<file path="config.mk">
export PLATFORM = sky130hd
export DESIGN_NAME = alu_mdu_seq
export DESIGN_NICKNAME = d
export VERILOG_FILES = /design/src/rtl/alu_pkg.sv /design/src/rtl/mdu_iter.sv /design/src/rtl/alu_mdu_seq.sv
export SDC_FILE = /design/constraint.sdc
export NUM_CORES = 2
export LEC_CHECK = 0
export BUFFER_PORTS_ARGS = -buffer_cell sky130_fd_sc_hd__buf_2
export CELL_PAD_IN_SITES_DETAIL_PLACEMENT = 0
export CELL_PAD_IN_SITES_GLOBAL_PLACEMENT = 1
export CORE_MARGIN = 1.5
export CORE_UTILIZATION = 51
export CTS_BUF_LIST = sky130_fd_sc_hd__clkbuf_8
export DETAILED_ROUTE_END_ITERATION = 10
export PLACE_DENSITY_LB_ADDON = 0.1
export SYNTH_ARGS = -nofsm -noshare
export SYNTH_HDL_FRONTEND = slang
export SYNTH_SLANG_ARGS = --single-unit
</file>
<file path="constraint.sdc">
create_clock -name clk -period 12.2 [get_ports clk]
set_input_delay 2.44 -clock clk [delete_from_list [all_inputs] [get_ports clk]]
set_output_delay 2.44 -clock clk [all_outputs]
set_load 0.02 [all_outputs]
</file>
<file path="src/rtl/alu_pkg.sv">
// Shared opcode/funct encodings, internal op enum, FSM states and the
// combinational instruction decoder for alu_mdu_seq.
package alu_pkg;

  localparam logic [5:0] OP_RTYPE = 6'h00;
  localparam logic [5:0] OP_BEQ   = 6'h04;
  localparam logic [5:0] OP_BNE   = 6'h05;
  localparam logic [5:0] OP_ADDI  = 6'h08;
  localparam logic [5:0] OP_ADDIU = 6'h09;
  localparam logic [5:0] OP_SLTI  = 6'h0A;
  localparam logic [5:0] OP_SLTIU = 6'h0B;
  localparam logic [5:0] OP_ANDI  = 6'h0C;
  localparam logic [5:0] OP_ORI   = 6'h0D;
  localparam logic [5:0] OP_XORI  = 6'h0E;
  localparam logic [5:0] OP_LW    = 6'h23;
  localparam logic [5:0] OP_SW    = 6'h2B;

  localparam logic [5:0] FN_SLL   = 6'h00;
  localparam logic [5:0] FN_SRL   = 6'h02;
  localparam logic [5:0] FN_SRA   = 6'h03;
  localparam logic [5:0] FN_MFHI  = 6'h10;
  localparam logic [5:0] FN_MFLO  = 6'h12;
  localparam logic [5:0] FN_MULT  = 6'h18;
  localparam logic [5:0] FN_MULTU = 6'h19;
  localparam logic [5:0] FN_DIV   = 6'h1A;
  localparam logic [5:0] FN_DIVU  = 6'h1B;
  localparam logic [5:0] FN_ADD   = 6'h20;
  localparam logic [5:0] FN_ADDU  = 6'h21;
  localparam logic [5:0] FN_SUB   = 6'h22;
  localparam logic [5:0] FN_SUBU  = 6'h23;
  localparam logic [5:0] FN_AND   = 6'h24;
  localparam logic [5:0] FN_OR    = 6'h25;
  localparam logic [5:0] FN_XOR   = 6'h26;
  localparam logic [5:0] FN_NOR   = 6'h27;
  localparam logic [5:0] FN_SLT   = 6'h2A;
  localparam logic [5:0] FN_SLTU  = 6'h2B;

  typedef enum logic [4:0] {
    ADD, SUB, AND, OR, XOR, NOR, SLT, SLTU, SLL, SRL, SRA,
    MFHI, MFLO, MUL, MULU, DIV, DIVU, ILL
  } alu_op_e;

  typedef enum logic [1:0] {IDLE, BUSY, FIXUP} mdu_state_e;

  typedef struct packed {
    alu_op_e op;
    logic    ovf_en;
  } dec_t;

  // Only add, sub and addi report signed overflow; the unsigned forms and
  // the branch/load-store address paths reuse the same adder silently.
  function automatic dec_t decode(input logic [5:0] opc, input logic [5:0] fn);
    dec_t d;
    d.op     = ILL;
    d.ovf_en = 1'b0;
    if (opc == OP_RTYPE) begin
      case (fn)
        FN_ADD:   begin d.op = ADD; d.ovf_en = 1'b1; end
        FN_ADDU:  d.op = ADD;
        FN_SUB:   begin d.op = SUB; d.ovf_en = 1'b1; end
        FN_SUBU:  d.op = SUB;
        FN_AND:   d.op = AND;
        FN_OR:    d.op = OR;
        FN_XOR:   d.op = XOR;
        FN_NOR:   d.op = NOR;
        FN_SLT:   d.op = SLT;
        FN_SLTU:  d.op = SLTU;
        FN_SLL:   d.op = SLL;
        FN_SRL:   d.op = SRL;
        FN_SRA:   d.op = SRA;
        FN_MFHI:  d.op = MFHI;
        FN_MFLO:  d.op = MFLO;
        FN_MULT:  d.op = MUL;
        FN_MULTU: d.op = MULU;
        FN_DIV:   d.op = DIV;
        FN_DIVU:  d.op = DIVU;
        default:  d.op = ILL;
      endcase
    end else begin
      case (opc)
        OP_ADDI:                  begin d.op = ADD; d.ovf_en = 1'b1; end
        OP_ADDIU, OP_LW, OP_SW:   d.op = ADD;
        OP_BEQ, OP_BNE:           d.op = SUB;
        OP_ANDI:                  d.op = AND;
        OP_ORI:                   d.op = OR;
        OP_XORI:                  d.op = XOR;
        OP_SLTI:                  d.op = SLT;
        OP_SLTIU:                 d.op = SLTU;
        default:                  d.op = ILL;
      endcase
    end
    return d;
  endfunction

endpackage

</file>
<file path="src/rtl/mdu_iter.sv">
// Unsigned iterative multiply (shift-add) / divide (restoring) engine.
// Loads on start, runs WIDTH iterations, done is high during the last one.
module mdu_iter #(
  parameter int WIDTH = 32
) (
  input  logic             clk,
  input  logic             rst,
  input  logic             start,
  input  logic             is_div,
  input  logic [WIDTH-1:0] op_a,
  input  logic [WIDTH-1:0] op_b,
  output logic             done,
  output logic [WIDTH-1:0] res_hi,
  output logic [WIDTH-1:0] res_lo
);

  localparam int CW = $clog2(WIDTH);
  localparam logic [CW-1:0] LAST = CW'(WIDTH - 1);

  logic [CW-1:0]    cnt;
  logic             busy;
  logic             div_mode;
  logic [WIDTH-1:0] mcand;
  logic [WIDTH-1:0] hi_q;
  logic [WIDTH-1:0] lo_q;
  logic [WIDTH:0]   add_sum;
  logic [WIDTH:0]   rem_sh;
  logic [WIDTH:0]   diff;
  logic [WIDTH-1:0] nxt_hi;
  logic [WIDTH-1:0] nxt_lo;

  // hi_q is the partial product / remainder, lo_q the multiplier / quotient.
  always_comb begin
    add_sum = {1'b0, hi_q} + (lo_q[0] ? {1'b0, mcand} : '0);
    rem_sh  = {hi_q, lo_q[WIDTH-1]};
    diff    = rem_sh - {1'b0, mcand};
    nxt_hi  = add_sum[WIDTH:1];
    nxt_lo  = {add_sum[0], lo_q[WIDTH-1:1]};
    if (div_mode) begin
      if (!diff[WIDTH]) begin
        nxt_hi = diff[WIDTH-1:0];
        nxt_lo = {lo_q[WIDTH-2:0], 1'b1};
      end else begin
        nxt_hi = rem_sh[WIDTH-1:0];
        nxt_lo = {lo_q[WIDTH-2:0], 1'b0};
      end
    end
  end

  always_ff @(posedge clk or posedge rst) begin
    if (rst) begin
      cnt      <= '0;
      busy     <= 1'b0;
      div_mode <= 1'b0;
      mcand    <= '0;
      hi_q     <= '0;
      lo_q     <= '0;
    end else if (start) begin
      cnt      <= '0;
      busy     <= 1'b1;
      div_mode <= is_div;
      mcand    <= op_b;
      hi_q     <= '0;
      lo_q     <= op_a;
    end else if (busy) begin
      hi_q <= nxt_hi;
      lo_q <= nxt_lo;
      if (cnt == LAST) begin
        cnt  <= '0;
        busy <= 1'b0;
      end else begin
        cnt <= cnt + 1'b1;
      end
    end
  end

  assign done   = busy && (cnt == LAST);
  assign res_hi = hi_q;
  assign res_lo = lo_q;

endmodule

</file>
<file path="src/rtl/alu_mdu_seq.sv">
// EX-stage ALU with registered single-cycle ops and an iterative MDU
// owning the HI/LO registers; valid/ready stalls the pipe during mult/div.
module alu_mdu_seq
  import alu_pkg::*;
#(
  parameter int WIDTH = 32,
  parameter int SHW   = $clog2(WIDTH)
) (
  input  logic             clk,
  input  logic             rst,
  input  logic             in_valid,
  output logic             in_ready,
  input  logic [5:0]       opcode,
  input  logic [5:0]       func_field,
  input  logic [WIDTH-1:0] A,
  input  logic [WIDTH-1:0] B,
  output logic             out_valid,
  output logic [WIDTH-1:0] result,
  output logic             zero,
  output logic             ovf,
  output logic             illegal,
  output logic [WIDTH-1:0] hi,
  output logic [WIDTH-1:0] lo
);

  localparam int MSB = WIDTH - 1;

  mdu_state_e         state;
  mdu_state_e         state_n;
  dec_t               dec;
  logic               is_mdu;
  logic               is_signed;
  logic               is_div;
  logic               mdu_start;
  logic               mdu_done;
  logic [WIDTH-1:0]   mdu_hi;
  logic [WIDTH-1:0]   mdu_lo;
  logic               a_neg;
  logic               b_neg;
  logic [WIDTH-1:0]   a_mag;
  logic [WIDTH-1:0]   b_mag;
  logic               a_neg_q;
  logic               b_neg_q;
  logic               b_zero_q;
  logic               div_q;
  logic [WIDTH-1:0]   a_q;
  logic [WIDTH-1:0]   sum;
  logic [WIDTH-1:0]   dif;
  logic [WIDTH-1:0]   sc_res;
  logic               sc_ovf;
  logic               sc_ill;
  logic [2*WIDTH-1:0] prod;
  logic [2*WIDTH-1:0] prod_fix;
  logic [WIDTH-1:0]   fix_hi;
  logic [WIDTH-1:0]   fix_lo;

  assign dec       = decode(opcode, func_field);
  assign is_mdu    = (dec.op == MUL) || (dec.op == MULU) || (dec.op == DIV) || (dec.op == DIVU);
  assign is_signed = (dec.op == MUL) || (dec.op == DIV);
  assign is_div    = (dec.op == DIV) || (dec.op == DIVU);
  assign a_neg     = is_signed && A[MSB];
  assign b_neg     = is_signed && B[MSB];
  assign a_mag     = a_neg ? -A : A;
  assign b_mag     = b_neg ? -B : B;
  assign sum       = A + B;
  assign dif       = A - B;

  always_comb begin
    sc_res = '0;
    sc_ovf = 1'b0;
    sc_ill = 1'b0;
    case (dec.op)
      ADD: begin
        sc_res = sum;
        sc_ovf = dec.ovf_en && (A[MSB] == B[MSB]) && (sum[MSB] != A[MSB]);
      end
      SUB: begin
        sc_res = dif;
        sc_ovf = dec.ovf_en && (A[MSB] != B[MSB]) && (dif[MSB] != A[MSB]);
      end
      AND:  sc_res = A & B;
      OR:   sc_res = A | B;
      XOR:  sc_res = A ^ B;
      NOR:  sc_res = ~(A | B);
      SLT:  sc_res = {{(WIDTH-1){1'b0}}, ($signed(A) < $signed(B))};
      SLTU: sc_res = {{(WIDTH-1){1'b0}}, (A < B)};
      SLL:  sc_res = B << A[SHW-1:0];
      SRL:  sc_res = B >> A[SHW-1:0];
      SRA:  sc_res = $signed(B) >>> A[SHW-1:0];
      MFHI: sc_res = hi;
      MFLO: sc_res = lo;
      ILL:  sc_ill = 1'b1;
      default: sc_res = '0;
    endcase
  end

  // Divide by zero bypasses sign fixup so hi returns the raw dividend.
  assign prod     = {mdu_hi, mdu_lo};
  assign prod_fix = (a_neg_q ^ b_neg_q) ? -prod : prod;

  always_comb begin
    fix_hi = prod_fix[2*WIDTH-1:WIDTH];
    fix_lo = prod_fix[WIDTH-1:0];
    if (div_q) begin
      if (b_zero_q) begin
        fix_lo = '1;
        fix_hi = a_q;
      end else begin
        fix_lo = (a_neg_q ^ b_neg_q) ? -mdu_lo : mdu_lo;
        fix_hi = a_neg_q ? -mdu_hi : mdu_hi;
      end
    end
  end

  always_comb begin
    state_n   = state;
    in_ready  = 1'b0;
    mdu_start = 1'b0;
    case (state)
      IDLE: begin
        in_ready = 1'b1;
        if (in_valid && is_mdu) begin
          mdu_start = 1'b1;
          state_n   = BUSY;
        end
      end
      BUSY:    if (mdu_done) state_n = FIXUP;
      FIXUP:   state_n = IDLE;
      default: state_n = IDLE;
    endcase
  end

  always_ff @(posedge clk or posedge rst) begin
    if (rst) state <= IDLE;
    else     state <= state_n;
  end

  always_ff @(posedge clk or posedge rst) begin
    if (rst) begin
      out_valid <= 1'b0;
      result    <= '0;
      zero      <= 1'b1;
      ovf       <= 1'b0;
      illegal   <= 1'b0;
      hi        <= '0;
      lo        <= '0;
      a_neg_q   <= 1'b0;
      b_neg_q   <= 1'b0;
      b_zero_q  <= 1'b0;
      div_q     <= 1'b0;
      a_q       <= '0;
    end else begin
      out_valid <= 1'b0;
      if (state == IDLE && in_valid) begin
        if (is_mdu) begin
          a_neg_q  <= a_neg;
          b_neg_q  <= b_neg;
          b_zero_q <= (B == '0);
          div_q    <= is_div;
          a_q      <= A;
        end else begin
          out_valid <= 1'b1;
          result    <= sc_res;
          zero      <= (sc_res == '0);
          ovf       <= sc_ovf;
          illegal   <= sc_ill;
        end
      end else if (state == FIXUP) begin
        out_valid <= 1'b1;
        result    <= fix_lo;
        zero      <= (fix_lo == '0);
        ovf       <= 1'b0;
        illegal   <= 1'b0;
        hi        <= fix_hi;
        lo        <= fix_lo;
      end
    end
  end

  mdu_iter #(.WIDTH(WIDTH)) u_mdu (
    .clk    (clk),
    .rst    (rst),
    .start  (mdu_start),
    .is_div (is_div),
    .op_a   (a_mag),
    .op_b   (b_mag),
    .done   (mdu_done),
    .res_hi (mdu_hi),
    .res_lo (mdu_lo)
  );

endmodule

</file>
==> impl_results.md <==
- Outcome: complete, but fails checks
- Failing checks: capacitance limit, slew limit
- Initial antenna violation count: 11
- Reg power frac: 0.272
- Final Setup Violations: 0
- Critical-path top delay cell: nor4_1
- Part of the Yosys area used for sequential elements: 0.2106
- Skew-Pair Late Insertion Delay: 0.72 ns
- Switch Pwr: 3408 uW
- Sink Count: 241
- Worst path depth: 17
- Fin util: 0.5568
- Pint: 3139 uW
- Ports: 180
- Top_reg_cell synth: dfrtp_1
- YS warnings: 0
- DRC: 0
- Hold WS: 0.4778 ns
- GRT Overall Usage: 0.4947
- Worst vdd ir: 279.9 uV
- Largest net degree at the start of global routing: 114
- Gate power share: 0.589
- Netlist cell types: 105
- Sw frac: 0.5205
- Worst EP arrival: 8.64 ns
- Synth async-reset ratio: 1.000
- HP Class: reg -> reg
- Setup crit end kind: register
- Pins Over Slew Limit: 3
- Post-route setup TNS: 0 ns
- Postcts setup bufs: 0
- Post-synthesis register bit count: 241
- CTS tree: yes
- Most frequent cells in the layout: nand2_1 (468), o21ai_0 (388), nor2_1 (338)
- Post-synth EDFFs: 0
- Critical R2R Launch: u_mdu.res_lo[31]
- RD Place Congestion: 1.161
- Final Non-Filler Cells: 4581
- Critical Path Sink: zero
- CP peak stage delay: 0.86 ns
- Synthesized Nets: 4065
- Fmax: 0.1238 GHz
- Layout cells sized above 1: 0.1193
- Worst-path cell chain: buf_4 -> inv_1 -> buf_4 -> ha_1 -> nor2b_1 -> o221ai_1 -> and3_1 -> nor4_1 -> o311a_1 -> a21oi_1 -> o21ai_0 -> a2111oi_0 -> nor4_1 -> nand4_1 -> nor4_2 -> and4_1 -> a31o_1
- Drt wl/cell: 31.90 um
- Drt via density: 7.225
- Final worst-path setup slack: 4.125 ns
- Critical-path maximum fanout: 40
- Lkg Pwr: 0.01341 uW
- Post-CTS resize count: 0
- Starting Density: 0.5178
- CP Class: in -> reg
- Core Rows: 86
- Worst reg-to-reg path cell count: 17
- Synth Cell Area: 28640 um2
- Die footprint: 57590 um2
- Final-layout fill cell count: 5305
- Relative slew slack: -0.07860
- GR Overflow Total: 0
- Die W: 240.0 um
- Nets: 4044
- Die Span Y: 240.0 um
- HPWL Detailed: 110500 um
- H-tree levels: 2
- Fin crit period: 8.075 ns
- Final Cycle Share: 0.6619
- Critical path required time: 12.76 ns
- Initial DRT Pass Iterations: 7
- Clk root buf: clkbuf_8
- CTS buffer count: 45
- Slew @ Worst Pin: 1.610 ns
- Most common cell after layout, fill and taps aside: nand2_1
- Hold path startpoint: a_q[7]
- RR Endpoint: u_mdu.res_hi[29]
- Pwr per Cell Area: 212.6 nW/um2
- Remaining antenna violation count: 0
- Post-Place Worst Slack: 3.906 ns
- Worst clock skew: 0.1149 ns
- Hold Fails Final Rpt: 0
- Syn avg cell area: 7.506 um2
- Routed wire length: 146200 um
- FF-to-FF setup slack: 6.29 ns
- Drt initial violations: 5441
- First-pass GRT wire length: 207700 um
- Critical Path Start: A[2]
- Hold-fix buffer count after cts: 0
- CTS clk-pin slew, worst paths: 0.07 ns
- Area delta synth->final: 7.514%
- DR vias: 33100
- CP delay by family, top: simple AND/OR/NAND/NOR gates
- Core footprint: 55310 um2
- CP Buf/Inv Count: 3
- Max_cap viols: 1
- Clock network fraction of design power: 0.139
- CP Launch Type: input pin
- Post-synthesis instance total: 3816
- Vias in the first global route: 29660
- RSZ-0062 raised after global routing: no
- Clock Path Buffers: 3
- Number of buffers added on ports: 179
- Inst Count DP: 4496
## logic make-up (layout without fill, tap and decap cells)
logic type	count (synthesis)	in the layout	synth area share
AO/OA/AOI/OAI	1282	1282	0.2902
multiplexers	199	199	0.09423
other	0	3	0
AND/OR/NAND/NOR	1246	1246	0.2008
buffers and inverters	472	486	0.06583
XOR/XNOR	206	206	0.06299
adder cells (fa/ha/maj)	170	170	0.07531
flip-flops	241	241	0.2106
## state kept, by name, summed over array words and instances (netlist names), 2 cells and up
signal        cells
u_mdu.cnt         5
result           32
u_mdu.mcand      32
hi               32
lo               32
state             2
u_mdu.res_hi     32
a_q              32
u_mdu.res_lo     32
## worst min-delay path, cell delays in order (launching register included)
cell and delay (ns):
dfrtp_1 0.34, nand2_1 0.04, o21ai_0 0.06
## synth_stat cells, types with 15 or more instances
master	count	area, um2
nor2_1	340	1276
o221ai_1	23	201.4
nand4_1	44	275.3
a221o_1	26	260.3
buf_1	28	105.1
mux4_2	54	1216
o31ai_1	44	330.3
o21ai_0	388	1942
or3_1	28	175.2
a22oi_1	27	202.7
inv_1	159	596.8
o41ai_1	21	183.9
o21bai_1	16	120.1
nor2b_1	21	131.4
a221oi_1	15	131.4
a21o_1	83	623.1
a21oi_1	278	1391
a211oi_1	48	360.4
nand2b_1	27	168.9
nand3_1	87	435.4
xnor2_1	152	1331
xor2_1	54	473.0
mux2i_1	120	1201
nand2_1	469	1760
nor3_1	76	380.4
a2111oi_0	16	140.1
a31oi_1	26	162.7
buf_2	42	210.2
dfrtp_1	240	6006
nor4_1	36	225.2
ha_1	166	2077
o211ai_1	64	480.5
o22ai_1	37	231.5
or4_1	17	127.6
mux2_2	25	281.5
and3_1	22	137.6
clkbuf_1	227	852.1
## routing by layer
metal,wire (um),vias to the layer above,share of wire,GRT usage
li1,-,13960,-,-
met1,55810,15890,0.38,0.6649
met2,57670,2701,0.39,0.6834
met3,20740,536,0.14,0.1449
met4,11830,14,0.081,0.3253
met5,103,-,0.00070,0
## final cells by class
class | count | area (um2) | share of cell area
diodes | 3 | 7.507 | 0.0002438
clock buffers | 56 | 770.7 | 0.02503
clock inverters | 26 | 229.0 | 0.007436
inverters | 162 | 615.6 | 0.01999
multi-input cells | 3103 | 20820 | 0.6761
flip-flops and latches | 241 | 6040 | 0.1961
well taps | 748 | 935.9 | 0.03039
repair buffers | 242 | 1376 | 0.04470
## power by group through the flow
stage | Combinational, uW | Sequential [uW] | Clock, uW
floorplan | 2800 | 1510 | 0
global placement | 3640 | 1720 | 0
detailed placement | 3740 | 1740 | 0
CTS | 3760 | 1730 | 908
global route | 4200 | 1790 | 939
finish | 3860 | 1780 | 908
## stage by stage
step / area [um2] / power, uW
after global routing: 30790 / 6926
after floorplan: 28640 / 4302
final: 30790 / 6546
after CTS: 30790 / 6393
after global placement: 29790 / 5355
after detailed placement: 29790 / 5476
## how the worst min path moves through the flow
stage / to / slack [ns] / cells past startpoint
floorplan: a_q[31] / 0.44 / 2
global placement: a_q[31] / 0.46 / 2
detailed placement: a_q[31] / 0.46 / 2
CTS: a_q[31] / 0.48 / 2
global route: result[28] / 0.52 / 2
finish: a_q[7] / 0.48 / 2
No activity file was read; power rests on OpenSTA's default activity.
